===== src/rtl/intr_ctrl.sv =====
// Interrupt controller: latches timer and external request edges, masks and
// prioritises them, and sequences a single non-nesting in-service level.
module intr_ctrl #(
  parameter int unsigned NSRC    = 4,
  parameter int unsigned TIMER_W = 32,
  parameter int unsigned CAUSE_W = 3
) (
  input  logic               clk,
  input  logic               reset,
  input  logic [NSRC-1:0]    src_req,
  input  logic               cfg_we,
  input  logic [1:0]         cfg_addr,
  input  logic [31:0]        cfg_wdata,
  output logic [31:0]        cfg_rdata,
  input  logic               icall_ack,
  input  logic               iret,
  output logic               irr,
  output logic [CAUSE_W-1:0] cause,
  output logic               in_service
);

  localparam int unsigned NS = NSRC + 1;

  localparam logic [1:0] ADDR_MASK   = 2'd0;
  localparam logic [1:0] ADDR_PERIOD = 2'd1;
  localparam logic [1:0] ADDR_PEND   = 2'd2;
  localparam logic [1:0] ADDR_CTRL   = 2'd3;

  logic [NSRC-1:0]    src_q;
  logic [NS-1:0]      pending;
  logic [NS-1:0]      mask;
  logic [TIMER_W-1:0] period;
  logic [TIMER_W-1:0] counter;
  logic               timer_en;

  logic [NS-1:0]      pending_n;
  logic [TIMER_W-1:0] counter_n;
  logic               fire;
  logic               timer_clr;
  logic               take;
  logic [NS-1:0]      active;
  logic [NS-1:0]      set_bits;
  logic [NS-1:0]      clr_bits;
  logic [CAUSE_W-1:0] top_id;
  logic               irr_n;
  logic [CAUSE_W-1:0] cause_n;
  logic               in_service_n;

  // Timer: a write to period or control restarts the count and suppresses a fire.
  always_comb begin
    counter_n = counter;
    fire      = 1'b0;
    timer_clr = cfg_we && (cfg_addr == ADDR_PERIOD || cfg_addr == ADDR_CTRL);
    if (timer_clr) begin
      counter_n = '0;
    end else if (timer_en && period != '0) begin
      if (counter == period - TIMER_W'(1)) begin
        counter_n = '0;
        fire      = 1'b1;
      end else begin
        counter_n = counter + TIMER_W'(1);
      end
    end
  end

  // Pending update: new edges win over W1C and acknowledge clears.
  always_comb begin
    take     = icall_ack && irr;
    set_bits = {src_req & ~src_q, fire};
    clr_bits = '0;
    if (cfg_we && cfg_addr == ADDR_PEND) clr_bits = cfg_wdata[NS-1:0];
    if (take) clr_bits = clr_bits | (NS'(1) << cause);
    pending_n = (pending & ~clr_bits) | set_bits;
  end

  // Fixed priority: lowest id wins.
  always_comb begin
    active = pending & mask;
    top_id = '0;
    for (int i = NS - 1; i >= 0; i--) begin
      if (active[i]) top_id = CAUSE_W'(i);
    end
  end

  // Request, cause and in-service sequencing.
  always_comb begin
    irr_n        = (|active) && !in_service && !take;
    cause_n      = (in_service || take) ? cause : top_id;
    in_service_n = in_service;
    if (take) in_service_n = 1'b1;
    else if (iret && in_service) in_service_n = 1'b0;
  end

  always_ff @(posedge clk) begin
    if (reset) begin
      src_q      <= '0;
      pending    <= '0;
      mask       <= '0;
      period     <= '0;
      counter    <= '0;
      timer_en   <= 1'b0;
      irr        <= 1'b0;
      cause      <= '0;
      in_service <= 1'b0;
    end else begin
      src_q      <= src_req;
      pending    <= pending_n;
      counter    <= counter_n;
      irr        <= irr_n;
      cause      <= cause_n;
      in_service <= in_service_n;
      if (cfg_we) begin
        case (cfg_addr)
          ADDR_MASK:   mask     <= cfg_wdata[NS-1:0];
          ADDR_PERIOD: period   <= cfg_wdata[TIMER_W-1:0];
          ADDR_CTRL:   timer_en <= cfg_wdata[0];
          default:     ;
        endcase
      end
    end
  end

  always_comb begin
    cfg_rdata = '0;
    case (cfg_addr)
      ADDR_MASK:   cfg_rdata = 32'(mask);
      ADDR_PERIOD: cfg_rdata = 32'(period);
      ADDR_PEND:   cfg_rdata = 32'(pending);
      ADDR_CTRL:   cfg_rdata = 32'({cause, in_service, timer_en});
      default:     cfg_rdata = '0;
    endcase
  end

endmodule


===== config.mk =====
export PLATFORM = sky130hd
export DESIGN_NAME = intr_ctrl
export DESIGN_NICKNAME = d
export VERILOG_FILES = /design/src/rtl/intr_ctrl.sv
export SDC_FILE = /design/constraint.sdc
export NUM_CORES = 1
export LEC_CHECK = 0
export CELL_PAD_IN_SITES_DETAIL_PLACEMENT = 1
export CELL_PAD_IN_SITES_GLOBAL_PLACEMENT = 2
export CORE_UTILIZATION = 30
export CTS_BUF_LIST = sky130_fd_sc_hd__clkbuf_2
export DETAILED_ROUTE_END_ITERATION = 8
export MAX_ROUTING_LAYER = met4
export PLACE_DENSITY = 0.78
export SLEW_MARGIN = 10
export SYNTH_ARGS = -nofsm -noshare
export SYNTH_HDL_FRONTEND = slang
export SYNTH_SLANG_ARGS = --single-unit

===== constraint.sdc =====
create_clock -name clk -period 3.1 [get_ports clk]
set_input_delay 0.62 -clock clk [delete_from_list [all_inputs] [get_ports clk]]
set_output_delay 0.62 -clock clk [all_outputs]
set_load 0.01 [all_outputs]

==> flow_summary.json <==
{
  "cp_data_arrival_time_ns": 3.58,
  "drive_gt1_frac": 0.158,
  "core_area_um2": 16600,
  "antenna_found_initial": 1,
  "utilization": 0.392,
  "pwr-share-seq": 0.510,
  "cpPeakStageDelay_ns": 0.54,
  "switching_power_uw": 747,
  "drt_wl_total_um": 16500,
  "seq_area_frac_synth": 0.331,
  "cp_max_fo": 8,
  "ys_types": 62,
  "synth_fp_nets": 656,
  "postCtsHoldBufs": 0,
  "ant_nets": 0,
  "setup.worst_path.class": "reg2reg",
  "syn_area_per_cell_um2": 8.33,
  "hold_viol": 0,
  "fin_ws_ns": 0.0347,
  "pre_cts_ws_ns": -0.00984,
  "ys_ff_latch": 84,
  "dp_hpwl_um": 12200,
  "final_cell_mix": "99 x nand2_1, 81 x dfxtp_1, 79 x clkdlybuf4s50_1, 42 x a21oi_1, 41 x xor2_1",
  "ys.flop_type": "dfxtp_1",
  "syn_inst": 611,
  "grt_pass1_wl_um": 26700,
  "final_common_cell": "nand2_1",
  "p_sw_frac": 0.336,
  "setup_tns_ns": 0,
  "placedCellCount": 908,
  "p_per_area_nw_per_um2": 342,
  "p_leak_nw": 2.41,
  "tightest_slew_ns": 0.569,
  "crit_family": "simple AND/OR/NAND/NOR gates",
  "start_util": 0.307,
  "yosys_warnings": 0,
  "min_path_type": "reg2reg",
  "total_power_mw": 2.23,
  "clk_pin_slew_ns": 0.28,
  "drt_iter0_markers": 213,
  "fin_worst_skew_ns": 0.0327,
  "intPower_mw": 1.48,
  "root_buffer": "clkbuf_2",
  "clock_sinks": 84,
  "cp-start-kind": "flop",
  "dieWidth_um": 132,
  "async_flop_share": 0,
  "cp_num_buf_inv": 1,
  "routabilityCongestion": 0.841,
  "post-route-drc-count": 0,
  "die_area_um2": 17500,
  "final-setup-viol-count": 0,
  "hold_ws_ns": 0.442,
  "gr-total-overflow": 0,
  "synth_edf_count": 0,
  "ios": 80,
  "critPathSlowestCell": "or4_4",
  "cts_tree": "yes",
  "port_buffers": 79,
  "final_cells": 930,
  "die_h_um": 132,
  "num_vias": 4726,
  "ir_worst_vdd_mv": 0.156,
  "power_frac_clock": 0.255,
  "finalInstanceArea_um2": 6500,
  "nets": 749,
  "dr.pass1.iters": 4,
  "placed_cell_area_um2": 6230,
  "crit_chain": "or4_4, or4_4, or4_4, o32ai_4, a31oi_2, nor4b_2, and4_4, clkbuf_16, nor3_2",
  "required_ns": 3.61,
  "gr-usage-all-layers": 0.201,
  "timing.final.crit_share": 0.989,
  "clock_latency_ns": 0.63,
  "max_freq_mhz": 326,
  "area_growth_pct": 27.8,
  "status": "complete, no violations",
  "htree_levels": 3,
  "drv_slew": 0,
  "grt_pass1_vias": 4970,
  "fin_crit_ns": 3.07,
  "cpMostUsedCell": "or4_4",
  "row_count": 47,
  "clk_path_buf_depth": 2,
  "grt_max_degree": 50,
  "r2r_setup_slack_ns": 0.03,
  "cts_buffers": 9,
  "rsz0062_at_grt": "true",
  "slew_headroom": 0.621,
  "cap_violations": 0,
  "via_per_inst": 5.08,
  "wl_per_cell_um": 17.7,
  "p_comb_frac": 0.235,
  "netlist_area_um2": 5090,
  "endpoint_kind": "flop"
}
-- power groups by stage --
| stage | logic [mW] | registers [mW] | clock network [mW] |
|---|---|---|---|
| finish | 0.523 | 1.14 | 0.567 |
| global route | 0.568 | 1.14 | 0.645 |
| CTS | 0.497 | 1.14 | 0.596 |
| detailed placement | 0.493 | 1.16 | 0 |
| global placement | 0.477 | 1.15 | 0 |
| floorplan | 0.293 | 1.15 | 0 |
-- sequential cells by signal (all words and copies together), names as in the netlist --
signal	count
src_q	4
counter	32
mask	5
timer_en	1
pending	5
irr	1
cause	3
in_service	1
period	32
-- timing repair --
action                     in CTS  in global routing
setup buffers                   0                  2
cloned                          1                  2
pin swaps                       2                  3
setup endpoints to repair      32                 32
resized for setup               5                 15
-- metal layers --
metal / routed length, um / GRT usage
met1: 7210 / 0.229
met2: 8330 / 0.349
met3: 626 / 0.0404
met4: 329 / 0.0664
met5: 0 / -
-- logic make-up (layout without fill, tap and decap cells) --
kind of cell / after synthesis / after routing / synth area share
simple gates: 309 / 309 / 0.347
mux: 16 / 16 / 0.0440
fa+ha+maj: 2 / 2 / 0.00492
buf+inv: 49 / 147 / 0.0541
xor+xnor: 73 / 73 / 0.126
compound gates: 78 / 78 / 0.0942
other cells: 0 / 1 / 0
flops: 84 / 84 / 0.331
-- final cells by class --
class,count,area [um^2]
inverters,11,41.3
clock buffers,9,45.0
clock inverters,7,62.6
fillers,1961,10100
well taps,220,275
repair buffers,120,1190
diodes,1,2.50
multi-input cells,478,3190
flip-flops and latches,84,1690
-- synth_stat cells, types with 3 or more instances --
cell type / instances / area, um^2
or4_1: 5 / 37.5
xnor2_1: 32 / 280
buf_6: 3 / 33.8
clkbuf_1: 28 / 105
o31ai_1: 4 / 30.0
nand4_1: 15 / 93.8
and3_1: 11 / 68.8
nand3b_1: 3 / 22.5
o21ai_0: 7 / 35.0
or3_1: 6 / 37.5
nor3_1: 14 / 70.1
a21o_1: 3 / 22.5
buf_12: 3 / 60.1
nand2_1: 99 / 372
nor3b_1: 3 / 22.5
nand3_1: 26 / 130
nor4_1: 6 / 37.5
dfxtp_1: 84 / 1680
mux4_2: 5 / 113
inv_1: 11 / 41.3
nor2b_1: 7 / 43.8
and2_1: 29 / 181
and4_1: 8 / 70.1
mux2i_1: 10 / 100
nand2b_1: 6 / 37.5
nor2_1: 27 / 101
nor3_2: 30 / 300
xor2_1: 41 / 359
a21oi_1: 42 / 210
-- final timing paths --
| check | cells after the start | from | endpoint |
|---|---|---|---|
| setup / recovery | 9 | period[20] | counter[30] |
| hold / removal | 1 | src_q[0] | pending[1] |
| setup reg to reg | 9 | period[20] | counter[30] |
| hold reg to reg | 1 | src_q[0] | pending[1] |
(Power assumes the default switching activity.)
==> variant, RTL diff (same settings) <==
`CAUSE_W`: 3 -> 5.
--- a/src/rtl/intr_ctrl.sv
+++ b/src/rtl/intr_ctrl.sv
@@ -3,7 +3,7 @@
 module intr_ctrl #(
   parameter int unsigned NSRC    = 4,
   parameter int unsigned TIMER_W = 32,
-  parameter int unsigned CAUSE_W = 3
+  parameter int unsigned CAUSE_W = 5
 ) (
   input  logic               clk,
   input  logic               reset,
Ports: changed (resized cause); port bits go from 80 to 82. No check against the original RTL was run, so the function may have changed too.
==> variant against the unedited design <==
Sequential share of layout area is 0.43 points higher. Synthesized area down 5.1%. Power up 4.2%. Hold slack got worse by 0.0026 ns. Non-clock buffer count grew 8. Worst setup slack improved by 0.063 ns. Cell area fell by 1.6%. Via count shrank 1.0%. Core utilization increased by 1.3 points. Synthesized cell count decreased by 0.49%. Sequential cell count stayed put. Routed wire length rose by 1.0%. Global-route usage up 1.2 points. Critical endpoint is now counter[8]$_SDFFE_PP0P_. Highest routed layer unchanged.
==> variant: results (changes against the unedited design) <==
Outcome
  • Status: finished, final reports clean (unchanged)

Drt
  • Via density: 5.01 (was 5.08)
  • Drt first-iter violations: 174 (was 213)
  • Wirelength per Cell: 17.9 um (was 17.7 um)

GRT
  • Top Usage Layer GRT: met2 (unchanged)
  • First-pass GRT wire length: 26100 um (was 26700 um)
  • Antenna violations before repair: 1 (unchanged)
  • GR Layer Usage met2: 36.0% (was 34.9%)
  • M3 GR Usage: 4.57% (was 4.04%)
  • Met1 Usage GRT: 25.8% (was 22.9%)
  • Largest net degree at the start of global routing: 42 (was 50)
  • Overall Global Routing Usage: 21.2% (was 20.1%)
  • Vias in the first global route: 4790 (was 4970)

Timing
  • Max-slew headroom: 60.0% (was 62.1%)
  • Clock skew after layout: 0.0527 ns (was 0.0327 ns)

Synthesis
  • Seq/Total Area, Yosys: 34.8% (was 33.1%)
  • Post-Synth Adder-Cell Area: 0.518% (was 0.492%)
  • Post-synthesis xor/xnor area fraction: 14.1% (was 12.6%)
  • Unique masters post-synth: 59 (was 62)
  • YS warnings: 0 (unchanged)
  • Synth Area in Compound Gates: 8.37% (was 9.42%)
  • Synth cell count leaders: nand2_1 (106), dfxtp_1 (84), nor3_1 (46), xnor2_1 (44), a21oi_1 (39) (was nand2_1 (99), dfxtp_1 (84), a21oi_1 (42), xor2_1 (41), xnor2_1 (32))
  • Top area cells in the synthesized netlist: dfxtp_1 (35%), nand2_1 (8.2%), xnor2_1 (8.0%) (was dfxtp_1 (33%), nand2_1 (7.3%), xor2_1 (7.1%))
  • Multiplexer area fraction after synthesis: 4.51% (was 4.40%)

Place
  • DP Wirelength: 12300 um (was 12200 um)
  • Pre-CTS setup slack: -0.0226 ns (was -0.00984 ns)
  • Gpl congestion: 0.872 (was 0.841)

Clocking
  • CTS max path bufs: 2 (unchanged)
  • Clk slew on worst S/H paths: 0.27 ns
  • Clock latency on the worst-skew pair: 0.59 ns (was 0.63 ns)
  • Root buf cell: clkbuf_2 (unchanged)
  • CTS Buf Count: 9 (unchanged)

Setup path
  • Worst Path Max Fanout: 16 (was 8)
  • WP data arrival: 3.45 ns (was 3.58 ns)

Cells and area
  • Share of layout cells above drive strength 1: 13.3% (was 15.8%)
  • NumNets Final: 756 (was 749)
  • Fillers: 1924 (was 1961)
  • Largest registers: counter (32), period (32) (unchanged)

Power
  • Pleak: 2.33 nW (was 2.41 nW)
  • Worst vdd rail ir drop: 0.262 mV (was 0.156 mV)
variant: changes by cell type after synthesis, moves of 9 or more:
cell / unedited run / this run
nor2_1: 27 / 36
nor3_1: 14 / 46
nor3_2: 30 / 1
xnor2_1: 32 / 44
xor2_1: 41 / 32
variant: power by group:
part / leakage [nW] / total (mW) / switching (mW) / internal [mW]
clock: 0.0774 / 0.678 / 0.416 / 0.263
sequential: 0.684 / 1.14 / 0.0330 / 1.11
combinational: 1.57 / 0.501 / 0.249 / 0.253
total: 2.33 / 2.32 / 0.697 / 1.62
variant: worst paths after layout:
check,startpoint,endpoint,slack (ns),cells past startpoint
worst max register to register,period[2]$_SDFFE_PP0P_,counter[8]$_SDFFE_PP0P_,0.1,10
worst min-delay path,src_q[0]$_SDFF_PP0_,pending[1]$_SDFF_PP0_,0.44,1
worst min register to register,src_q[0]$_SDFF_PP0_,pending[1]$_SDFF_PP0_,0.44,1
worst max-delay path,period[2]$_SDFFE_PP0P_,counter[8]$_SDFFE_PP0P_,0.1,10
variant: cells by family after synthesis:
kind of cell,Yosys count
compound gates,67
xor+xnor,77
fa+ha+maj,2
buf+inv,47
flops,84
mux,15
other cells,1
simple gates,315
variant: area by class of cell:
class,instances,area [sq um],share of cell area (%)
clock inverters,7,88.8,1.39
clock buffers,9,45.0,0.705
flip-flops and latches,84,1690,26.4
inverters,10,37.5,0.587
multi-input cells,478,3050,47.8
diodes,1,2.50,0.0391
well taps,216,270,4.23
repair buffers,128,1200,18.8
variant: per-layer routing:
layer	vias to the layer above	wire [um]
li1	2299	-
met1	2265	7510
met2	103	8330
met3	10	725
met4	0	93
met5	-	0
variant: critical path: stages (launching register included):
cell,delay [ns]
dfxtp_2,0.44
nor3_2,0.30
and2_4,0.29
xor2_2,0.15
a32oi_1,0.09
or4_1,0.54
or4_4,0.54
nor3_4,0.15
buf_4,0.15
buf_12,0.14
nor3_1,0.06
variant: repair_timing:
action,4_1_cts,5_1_grt
setup endpoints to repair,33,33
gates cloned,0,2
pin swaps,0,8
buffers inserted,0,13
resized for setup,4,21
variant: through the flow:
step,instance area (sq um),cells
floorplan,4830,609
global placement,6010,901
detailed placement,6010,901
CTS,6160,917
global route,6390,933
finish,6390,933
